`src/rtl/mcu_sim_supervisor.sv`:
```
// mcu_sim_supervisor: supervisor wrapped around the mcu under simulation.
// Sequences the mcu reset, buffers tty characters in a first-word-fall-through
// FIFO drained through a ready/valid port, and ends the run on a LED pass/fail
// signature or when the run-cycle watchdog expires.
`timescale 1ns/1ps
module mcu_sim_supervisor #(
  parameter int          TTY_W      = 7,
  parameter int          LED_W      = 32,
  parameter int          FIFO_DEPTH = 16,
  parameter int          RST_CYCLES = 5,
  parameter int          TIMEOUT    = 5000,
  parameter logic [31:0] PASS_SIG   = 32'h600D_600D,
  parameter logic [31:0] FAIL_SIG   = 32'hBAD0_BAD0,
  parameter int          CNT_W      = 32
) (
  input  logic             clk_i,
  input  logic             rst_i,
  output logic             dut_rst_no,
  input  logic [TTY_W-1:0] tty_i,
  input  logic             tty_we_i,
  input  logic [LED_W-1:0] led_i,
  output logic [TTY_W-1:0] tty_data_o,
  output logic             tty_valid_o,
  input  logic             tty_ready_i,
  output logic             tty_drop_o,
  output logic             done_o,
  output logic             pass_o,
  output logic             timeout_o,
  output logic [CNT_W-1:0] cycle_cnt_o
);

  localparam int AW = $clog2(FIFO_DEPTH);
  localparam int HW = $clog2(RST_CYCLES + 1);

  localparam logic [HW-1:0]    HOLD_LAST = HW'(RST_CYCLES - 1);
  localparam logic [HW-1:0]    HOLD_ONE  = HW'(1);
  localparam logic [CNT_W-1:0] CNT_ONE   = CNT_W'(1);
  localparam logic [CNT_W-1:0] CNT_MAX   = {CNT_W{1'b1}};
  // With TIMEOUT == 0 this value is unused: the watchdog branch is disabled.
  localparam logic [CNT_W-1:0] TO_LAST   = CNT_W'(TIMEOUT - 1);
  localparam logic [LED_W-1:0] PASS_V    = LED_W'(PASS_SIG);
  localparam logic [LED_W-1:0] FAIL_V    = LED_W'(FAIL_SIG);
  localparam logic [AW-1:0]    PTR_ONE   = AW'(1);
  localparam logic [AW:0]      FILL_ONE  = (AW + 1)'(1);
  localparam logic [AW:0]      FILL_FULL = (AW + 1)'(FIFO_DEPTH);

  typedef enum logic [1:0] {
    S_HOLD = 2'd0,
    S_RUN  = 2'd1,
    S_DONE = 2'd2
  } state_t;

  state_t          state;
  logic [HW-1:0]   hold_cnt;
  logic [TTY_W-1:0] mem [FIFO_DEPTH];
  logic [AW-1:0]   wr_ptr;
  logic [AW-1:0]   rd_ptr;
  logic [AW:0]     fill;
  logic            fifo_full;
  logic            pop;
  logic            push;
  logic            drop_now;

  // Characters are only captured while the mcu is actually running; a push
  // into a full FIFO is still legal when the head leaves in the same cycle.
  assign fifo_full   = (fill == FILL_FULL);
  assign tty_valid_o = (fill != '0);
  assign pop         = tty_valid_o && tty_ready_i;
  assign push        = tty_we_i && (state == S_RUN) && (!fifo_full || pop);
  assign drop_now    = tty_we_i && (state == S_RUN) && fifo_full && !pop;
  assign tty_data_o  = tty_valid_o ? mem[rd_ptr] : '0;

  // Run control: reset hold sequence, run-cycle counter and verdict flags.
  always_ff @(posedge clk_i or posedge rst_i) begin
    if (rst_i) begin
      state       <= S_HOLD;
      hold_cnt    <= '0;
      dut_rst_no  <= 1'b0;
      cycle_cnt_o <= '0;
      done_o      <= 1'b0;
      pass_o      <= 1'b0;
      timeout_o   <= 1'b0;
    end else begin
      case (state)
        S_HOLD: begin
          if (hold_cnt == HOLD_LAST) begin
            state      <= S_RUN;
            dut_rst_no <= 1'b1;
          end else begin
            hold_cnt   <= hold_cnt + HOLD_ONE;
            dut_rst_no <= 1'b0;
          end
        end
        S_RUN: begin
          if (cycle_cnt_o != CNT_MAX) begin
            cycle_cnt_o <= cycle_cnt_o + CNT_ONE;
          end
          // PASS beats FAIL beats the watchdog when they coincide.
          if (led_i == PASS_V) begin
            state      <= S_DONE;
            done_o     <= 1'b1;
            pass_o     <= 1'b1;
            dut_rst_no <= 1'b0;
          end else if (led_i == FAIL_V) begin
            state      <= S_DONE;
            done_o     <= 1'b1;
            dut_rst_no <= 1'b0;
          end else if ((TIMEOUT != 0) && (cycle_cnt_o == TO_LAST)) begin
            state      <= S_DONE;
            done_o     <= 1'b1;
            timeout_o  <= 1'b1;
            dut_rst_no <= 1'b0;
          end else begin
            dut_rst_no <= 1'b1;
          end
        end
        S_DONE: begin
          // Mcu stays frozen; counter and verdict are held until rst_i.
          dut_rst_no <= 1'b0;
        end
        default: begin
          state      <= S_HOLD;
          hold_cnt   <= '0;
          dut_rst_no <= 1'b0;
        end
      endcase
    end
  end

  // FIFO pointers, fill level and the sticky overflow flag.
  always_ff @(posedge clk_i or posedge rst_i) begin
    if (rst_i) begin
      wr_ptr     <= '0;
      rd_ptr     <= '0;
      fill       <= '0;
      tty_drop_o <= 1'b0;
    end else begin
      if (push) begin
        wr_ptr <= wr_ptr + PTR_ONE;
      end
      if (pop) begin
        rd_ptr <= rd_ptr + PTR_ONE;
      end
      case ({push, pop})
        2'b10:   fill <= fill + FILL_ONE;
        2'b01:   fill <= fill - FILL_ONE;
        default: fill <= fill;
      endcase
      if (drop_now) begin
        tty_drop_o <= 1'b1;
      end
    end
  end

  // FIFO storage; contents need no reset because the fill level gates them.
  always_ff @(posedge clk_i) begin
    if (push) begin
      mem[wr_ptr] <= tty_i;
    end
  end

endmodule

```
`config.mk`:
```
export PLATFORM = sky130hd
export DESIGN_NAME = mcu_sim_supervisor
export DESIGN_NICKNAME = d
export VERILOG_FILES = /design/src/rtl/mcu_sim_supervisor.sv
export SDC_FILE = /design/constraint.sdc
export NUM_CORES = 1
export LEC_CHECK = 0
export ABC_AREA = 0
export BUFFER_PORTS_ARGS = -buffer_cell sky130_fd_sc_hd__clkbuf_2
export CAP_MARGIN = 20
export CORE_MARGIN = 8
export CORE_UTILIZATION = 58
export CTS_BUF_LIST = sky130_fd_sc_hd__clkbuf_8 sky130_fd_sc_hd__clkbuf_16
export DETAILED_ROUTE_END_ITERATION = 16
export GPL_TIMING_DRIVEN = 1
export PLACE_DENSITY_LB_ADDON = 0.1
export SLEW_MARGIN = 10
export SYNTH_ARGS = -nofsm -noshare
export SYNTH_HDL_FRONTEND = slang
export SYNTH_SLANG_ARGS = --single-unit
```
`constraint.sdc`:
```
create_clock -name clk_i -period 3.25 [get_ports clk_i]
set_clock_uncertainty 0.1 [all_clocks]
set_input_delay 0.325 -clock clk_i [delete_from_list [all_inputs] [get_ports clk_i]]
set_output_delay 0.325 -clock clk_i [all_outputs]
set_load 0.01 [all_outputs]
```
==> results of run 1 <==
==> final cells by class <==
class,count,area [µm²],share of cell area
inverters,13,48.8,0.00564
multi-input cells,287,2550,0.295
clock buffers,17,425,0.0492
well taps,172,215,0.0249
clock inverters,15,169,0.0195
repair buffers,94,503,0.0582
flip-flops and latches,167,4740,0.548
==> sequential cells by signal (all words and copies together) (netlist names) <==
register	count
wr_ptr	4
cycle_cnt_o	32
dut_rst_no	1
rd_ptr	4
fill	5
done_o	1
pass_o	1
tty_drop_o	1
timeout_o	1
hold_cnt	3
mem	112
state	2
==> stage by stage <==
stage	hold WS [ns]	setup WS [ns]	std cells	area, µm²	utilization
finish	0.171	0.394	765	8650	0.691
global route	0.179	0.292	765	8650	0.691
CTS	0.141	0.345	765	8650	0.691
detailed placement	0.357	0.660	732	8050	0.643
global placement	0.352	0.788	732	8050	0.643
floorplan	0.324	0.861	479	7390	-
==> layer usage <==
layer	track usage	up-vias	routed length, µm
met1	0.242	2209	6390
met4	0.0850	0	295
met2	0.328	134	7660
met5	0	-	0
li1	-	2037	-
met3	0.0546	21	825
==> cells in the final DEF, fill, tap and decap left out, types with 10 or more instances in the layout <==
cell type,synthesis,final
nand2_1,39,39
xor2_1,13,13
clkbuf_2,0,87
nor4_1,10,10
nor2_1,20,20
nand4_1,13,13
and2_1,25,25
dfrtp_1,55,54
ha_1,14,14
xnor2_1,29,29
mux4_2,35,35
clkbuf_16,0,17
nand3_1,14,14
inv_1,13,12
edfxtp_1,112,112
==> tightest hold or removal path, delay by kind of cell <==
kind | cells | cell delay (ns)
buffers and inverters | 1 | 0.10
AND/OR/NAND/NOR | 1 | 0.13
AO/OA/AOI/OAI | 1 | 0.10
==> power by group <==
part,leakage (nW),internal (mW),switching [mW]
registers,1.72,2.52,0.186
clock network,0.284,1.15,0.857
logic,1.34,0.823,0.748
total,3.34,4.49,1.79
==> worst max-delay path by stage <==
stage	startpoint	end	slack (ns)	depth (start not counted)
floorplan	fill[1]	fill[4]	0.86	13
global placement	fill[1]	fill[4]	0.79	12
detailed placement	fill[1]	fill[4]	0.66	12
CTS	rd_ptr[0]	tty_data_o[1]	0.35	5
global route	rd_ptr[0]	tty_data_o[1]	0.29	5
finish	rd_ptr[0]	tty_data_o[1]	0.39	5
==> Yosys cell counts (2+ instances only) <==
cell and number:
clkbuf_1 7, o21bai_1 3, edfxtp_1 112, xor2_1 13, o21ai_0 4, nor4b_1 5, nand4b_1 3, nand2_1 39
mux2_2 3, inv_1 13, a31oi_1 2, nand4_1 13, and3_1 6, dfrtp_1 55, and2_1 25, and4b_1 2
nor2_1 20, ha_1 14, and4_1 3, a31o_2 2, xnor2_1 29, buf_2 3, nor4_2 2, nand4_2 2
o21a_1 2, a21oi_1 3, nand3_1 14, o21ai_1 2, nor3_1 6, nor4_1 10, mux4_2 35
==> logic make-up (layout without fill, tap and decap cells) <==
kind of cell,after synthesis,in the layout
AO/OA/AOI/OAI,26,26
XOR/XNOR,42,42
adder cells (fa/ha/maj),14,14
buffers and inverters,25,139
flip-flops,167,167
multiplexers,40,40
AND/OR/NAND/NOR,165,165
==> reports/results.txt, run 1 <==
Run status = finished clean
Wire per inst = 19.8 µm
Antenna Diode Count = 0
Die area = 0.0166 mm²
Clock buffer depth = 2
Dominant cells by area after synthesis = edfxtp_1 45%, dfrtp_1 19%, mux4_2 11%
Crit-path most repeated cell = mux4_2
Post-synthesis sequential area ratio = 0.641
Standard-cell rows = 41
Async S/R FF share, synth = 0.329
Die height = 129 µm
Final Max Slew Viols = 0
First-pass GRT wire length = 24.8 mm
CP max-delay cell = mux4_2
Top cell type's share of synthesized area = 0.455
Worst Hold Depth = 3
Total number of vias = 4401
Vias in the first global route = 4707
Yosys reg bits = 167
CP Cell Sequence = buf_12 -> mux4_2 -> mux4_2 -> and2_1 -> clkbuf_2
Die width = 129 µm
Unrepaired setup endpoints after global routing = false
Number of synthesized flops with an enable pin = 112
Fin. Hold Viols = 0
CP startpoint kind = flop
Mapped cell area = 0.00739 mm²
Largest family of logic cells by synthesized area = simple AND/OR/NAND/NOR gates
Post-synthesis mux area share = 0.114
Remaining DRCs = 0
Final nets = 637
CTS sink cnt = 167
Tot GR Track Use = 0.199
Reg2reg setup slack = 0.65 ns
Max-Cap Viols = 0
Initial Util = 0.591
IO Count = 88
Setup_tns = 0 ns
Clk_lat worst skew = 0.43 ns
Worst r2r dst = fill[4]
Post-Synth XOR/XNOR Area = 0.0498
Final setup violating endpoints = 0
Main synth FF type = edfxtp_1
Rel. slew slack = 0.464
Largest delay share family, worst path = multiplexers
Synthesized net count = 536
Starting DRT DRC Count = 309
Syn_area_per_cell = 15.4 µm²
Worst-Margin Slew = 0.803 ns
Total global routing overflow = 0
Initial antenna violation count = 0
Adder-Cell Fraction of Synth Area = 0.0237
Max VDD drop = 0.000370 V
IO Port Bufs = 87
Pre-antenna DRT Iters = 4
Synth Area in Compound Gates = 0.0271
Power per cell area = 726 mW/mm²
TritonCTS clock tree = done
CTS buffer count = 17
Post-CTS Setup Inserts = 0
Final WL = 15.2 mm
Bufs and invs on worst path = 2
Synthesized netlist cell count = 479
Syn-to-layout area delta = 17.0%
Hold Path Class = input pin to flop
Final period util = 0.879
Largest net degree at the start of global routing = 40
Clock transition at path regs = 0.07 ns
# fillers = 890
FF-to-FF Start = fill[1]
Static leakage = 3.34 nW
Layout cells sized above 1 = 0.309
Gp weighted congestion = 0.885
# hold bufs at CTS = 1
End of the worst hold path = tty_drop_o
Final min period = 2.86 ns
CP Data Required Time = 2.82 ns
Post-synth top area cell = edfxtp_1
Yosys cell types = 58
Max incr delay on CP = 0.58 ns
Worst R2R Path Depth = 12
Synth Area in Simple Gates = 0.130
Core area = 0.0125 mm²
Post-route ant nets = 0
Root Buffer Master = clkbuf_16
Max Fclk = 350 MHz
H-Tree Depth = 4
Crit path max fanout = 31
Min-delay src = tty_we_i
Crit. End Element = output port
Vias per cell = 5.75
CTS resizes = 0
WP data arrival = 2.43 ns
Critical path type = flop to output port
Synth Warn # = 0
Pwr Total = 6.28 mW
Dpl hpwl = 10.9 mm
No activity file was read; power rests on OpenSTA's default activity.
==> inputs of run 2 (changes only) <==
- ABC_AREA: 0 -> 1
- CORE_UTILIZATION: 58 -> 59
==> reports/results.txt, run 2 <==
Worst r2r dst = mem[2][1]
Unrepaired setup endpoints after global routing = false
Worst-Margin Slew = 0.902 ns (+0.0987 ns)
Syn_area_per_cell = 9.76 µm² (-37%)
Dpl hpwl = 14.2 mm (+30%)
Final nets = 964 (+51%)
Critical path depth = 8 (+3)
Vias in the first global route = 6435 (+37%)
Clock transition at path regs = 0.07 ns (about the same)
Run status = finished clean
Clock buffer depth = 2 (unchanged)
WP data arrival = 2.49 ns (+0.06 ns)
Switch share = 0.371 (+0.0857)
Clk_lat worst skew = 0.44 ns (about the same)
Rel. slew slack = 0.398 (-0.0657)
CP Data Required Time = 2.82 ns (about the same)
Syn-to-layout area delta = 14.9%
CP startpoint kind = flop
Die height = 132 µm (+2.7%)
Final min period = 2.91 ns (+0.0543 ns)
FF-to-FF Start = state[1]
Static leakage = 3.72 nW (+11%)
Largest net degree at the start of global routing = 58 (+45%)
Critical path launch point = rd_ptr[1]
Comb power frac = 0.290 (+0.040)
Pre-antenna DRT Iters = 6 (+2)
Tot GR Track Use = 0.230 (+0.0313)
Worst R2R Path Depth = 8 (-4)
Initial antenna violation count = 0 (unchanged)
Standard-cell rows = 42 (+2.4%)
Setup ws final = 0.340 ns (-0.0543 ns)
Synthesized netlist cell count = 819 (+71%)
Place WS = 0.671 ns (+0.0117 ns)
Final setup violating endpoints = 0 (unchanged)
Critical path type = flop to output port
Total number of vias = 6310 (+43%)
Root Buffer Master = clkbuf_16
Most common cell in the netlist = nor2_1
Yosys reg bits = 167 (unchanged)
Sw Pwr = 2.45 mW (+37%)
Synthesized net count = 876 (+63%)
H-Tree Depth = 4 (unchanged)
Biggest register = mem
TritonCTS clock tree = done
Mapped cell area = 0.00799 mm² (+8.1%)
Vias per cell = 5.76 (about the same)
Max Fclk = 344 MHz (-1.9%)
Post-DP Area = 0.00858 mm² (+6.6%)
Largest delay share family, worst path = compound AO/OA/AOI/OAI gates
IO Count = 88 (unchanged)
Number of synthesized flops with an enable pin = 112 (unchanged)
Reg2reg setup slack = 0.65 ns (about the same)
CTS sink cnt = 167 (unchanged)
CTS buffer count = 17 (unchanged)
Internal = 4.15 mW (-7.6%)
Final period util = 0.896 (+0.0167)
Final Max Slew Viols = 0 (unchanged)
Flop pwr share = 0.407 (-0.023)
Power per cell area = 718 mW/mm² (-1.1%)
Crit path max fanout = 29 (-6.5%)
Final Cell Area = 0.00919 mm² (+6.2%)
Clk pwr share = 0.303 (-0.017)
Main synth FF type = edfxtp_1
Total global routing overflow = 0 (unchanged)
Final WL = 19.7 mm (+30%)
Crit. End Element = output port
CP max-delay cell = inv_1
Antenna Diode Count = 0 (unchanged)
Setup_tns = 0 ns (unchanged)
Post-synth top area cell = edfxtp_1
CTS resizes = 0 (unchanged)
Gp weighted congestion = 0.926 (+4.7%)
Synth Warn # = 0 (unchanged)
Top cells by count, synth = 146 x nor2_1, 130 x nand2_1, 112 x edfxtp_1, 78 x inv_1, 68 x o21ai_0
Hold Path Class = input pin to flop
Post-route ant nets = 0 (unchanged)
Core area = 0.0132 mm² (+5.8%)
Max reg flops = 112 (unchanged)
Layout cells sized above 1 = 0.160 (-0.149)
Post-synthesis sequential area ratio = 0.593 (-0.0483)
Starting DRT DRC Count = 541 (+75%)
Min Hold Slack = 0.143 ns (-0.0274 ns)
Bufs and invs on worst path = 2 (unchanged)
First-pass GRT wire length = 32.0 mm (+29%)
Most common cell after layout, fill and taps aside = nor2_1
Setup crit end = tty_data_o[3]
Top cell type's share of synthesized area = 0.421 (-0.0343)
Max-Cap Viols = 0 (unchanged)
Die width = 132 µm (+2.7%)
Async S/R FF share, synth = 0.329 (unchanged)
Max incr delay on CP = 0.54 ns (-0.04 ns)
Max VDD drop = 0.000482 V (+30%)
IO Port Bufs = 87 (unchanged)
Final core utilization = 0.694 (+0.00285)
Remaining DRCs = 0 (unchanged)
Die area = 0.0175 mm² (+5.5%)
Wire per inst = 18.0 µm (-9.4%)
CP Cell Sequence = inv_1 -> o21ai_0 -> o22ai_1 -> nor2_1 -> nor2_1 -> o21ai_0 -> a21oi_1 -> clkbuf_2
Fin. Hold Viols = 0 (unchanged)
Most frequent cells in the layout = 146 x nor2_1, 130 x nand2_1, 112 x edfxtp_1
Yosys cell types = 38 (-34%)
Initial Util = 0.604 (+0.0131)
Biggest regs = mem: 112 flops, cycle_cnt_o: 32 flops, fill: 5 flops
Dominant cells by area after synthesis = edfxtp_1 42%, dfrtp_1 17%, nor2_1 6.9%
==> run 2: cell types whose count changed in the layout (fill, tap and decap cells not counted), moves of 7 or more <==
| cell | previous run | this run |
|---|---|---|
| nor2_1 | 20 | 146 |
| nand2_1 | 39 | 130 |
| inv_1 | 12 | 77 |
| o21ai_0 | 4 | 68 |
| mux4_2 | 35 | 0 |
| xnor2_1 | 29 | 2 |
| nand3_1 | 14 | 38 |
| and2_1 | 25 | 2 |
| o221ai_1 | 0 | 22 |
| xor2_1 | 13 | 30 |
| nand4_1 | 13 | 28 |
| nor3_1 | 6 | 16 |
| nor4_1 | 10 | 2 |
| o22ai_1 | 0 | 7 |
==> run 2: metrics by stage <==
stage               total power [mW]  cells
floorplan                       3.96    819
global placement                4.54   1063
finish                          6.60   1096
global route                    6.93   1096
detailed placement              4.60   1063
CTS                             6.59   1096
==> run 2: metal layers <==
| metal | track usage | routed length [µm] |
|---|---|---|
| met1 | 0.265 | 7790 |
| met2 | 0.397 | 10100 |
| met3 | 0.0568 | 1290 |
| met4 | 0.103 | 474 |
| met5 | 0 | 0 |
==> run 2: power groups by stage <==
stage / logic [mW] / registers, mW / clock network (mW)
after floorplan: 1.29 / 2.67 / 0
after CTS: 1.88 / 2.68 / 2.03
final: 1.91 / 2.69 / 2.00
after global placement: 1.83 / 2.72 / 0
after detailed placement: 1.87 / 2.72 / 0
after global routing: 2.12 / 2.71 / 2.10
==> run 2: worst min path at each step <==
| stage | slack, ns | start | cells past startpoint | end |
|---|---|---|---|---|
| 6_report | 0.14 | tty_ready_i | 3 | rd_ptr[0] |
| 4_1_cts | 0.13 | tty_ready_i | 3 | rd_ptr[0] |
| 5_1_grt | 0.17 | tty_ready_i | 3 | rd_ptr[0] |
| 2_1_floorplan | 0.32 | tty_i[0] | 0 | mem[0][0] |
| 3_3_place_gp | 0.28 | rst_i | 2 | pass_o |
| 3_5_place_dp | 0.28 | rst_i | 2 | dut_rst_no |
==> run 2: worst min-delay path, cell delays in order <==
cell and delay (ns):
clkbuf_2 0.13, nand2_1 0.11, xor2_1 0.07
==> run 2: cells by family after synthesis <==
family,synth area share
DFF,0.593
buffers and inverters,0.0529
xor gates and xnor gates,0.0351
AOI/OAI and AO/OA,0.0922
and+or+nand+nor,0.205
adders and majority gates,0.0219
==> run 2: cell type report <==
class / instances / area [µm²]
tap: 176 / 220
sequential: 167 / 4740
inverter: 79 / 297
clock inverter: 15 / 178
clock buffer: 17 / 425
timing repair buffer: 95 / 498
fill: 1030 / 4050
multi-input combinational: 547 / 2830
==> run 2: repair_timing <==
| action | CTS | global route |
|---|---|---|
| hold buffers | 1 | 0 |
| endpoints found under the hold margin | 25 | 0 |
| setup buffers | 0 | 0 |
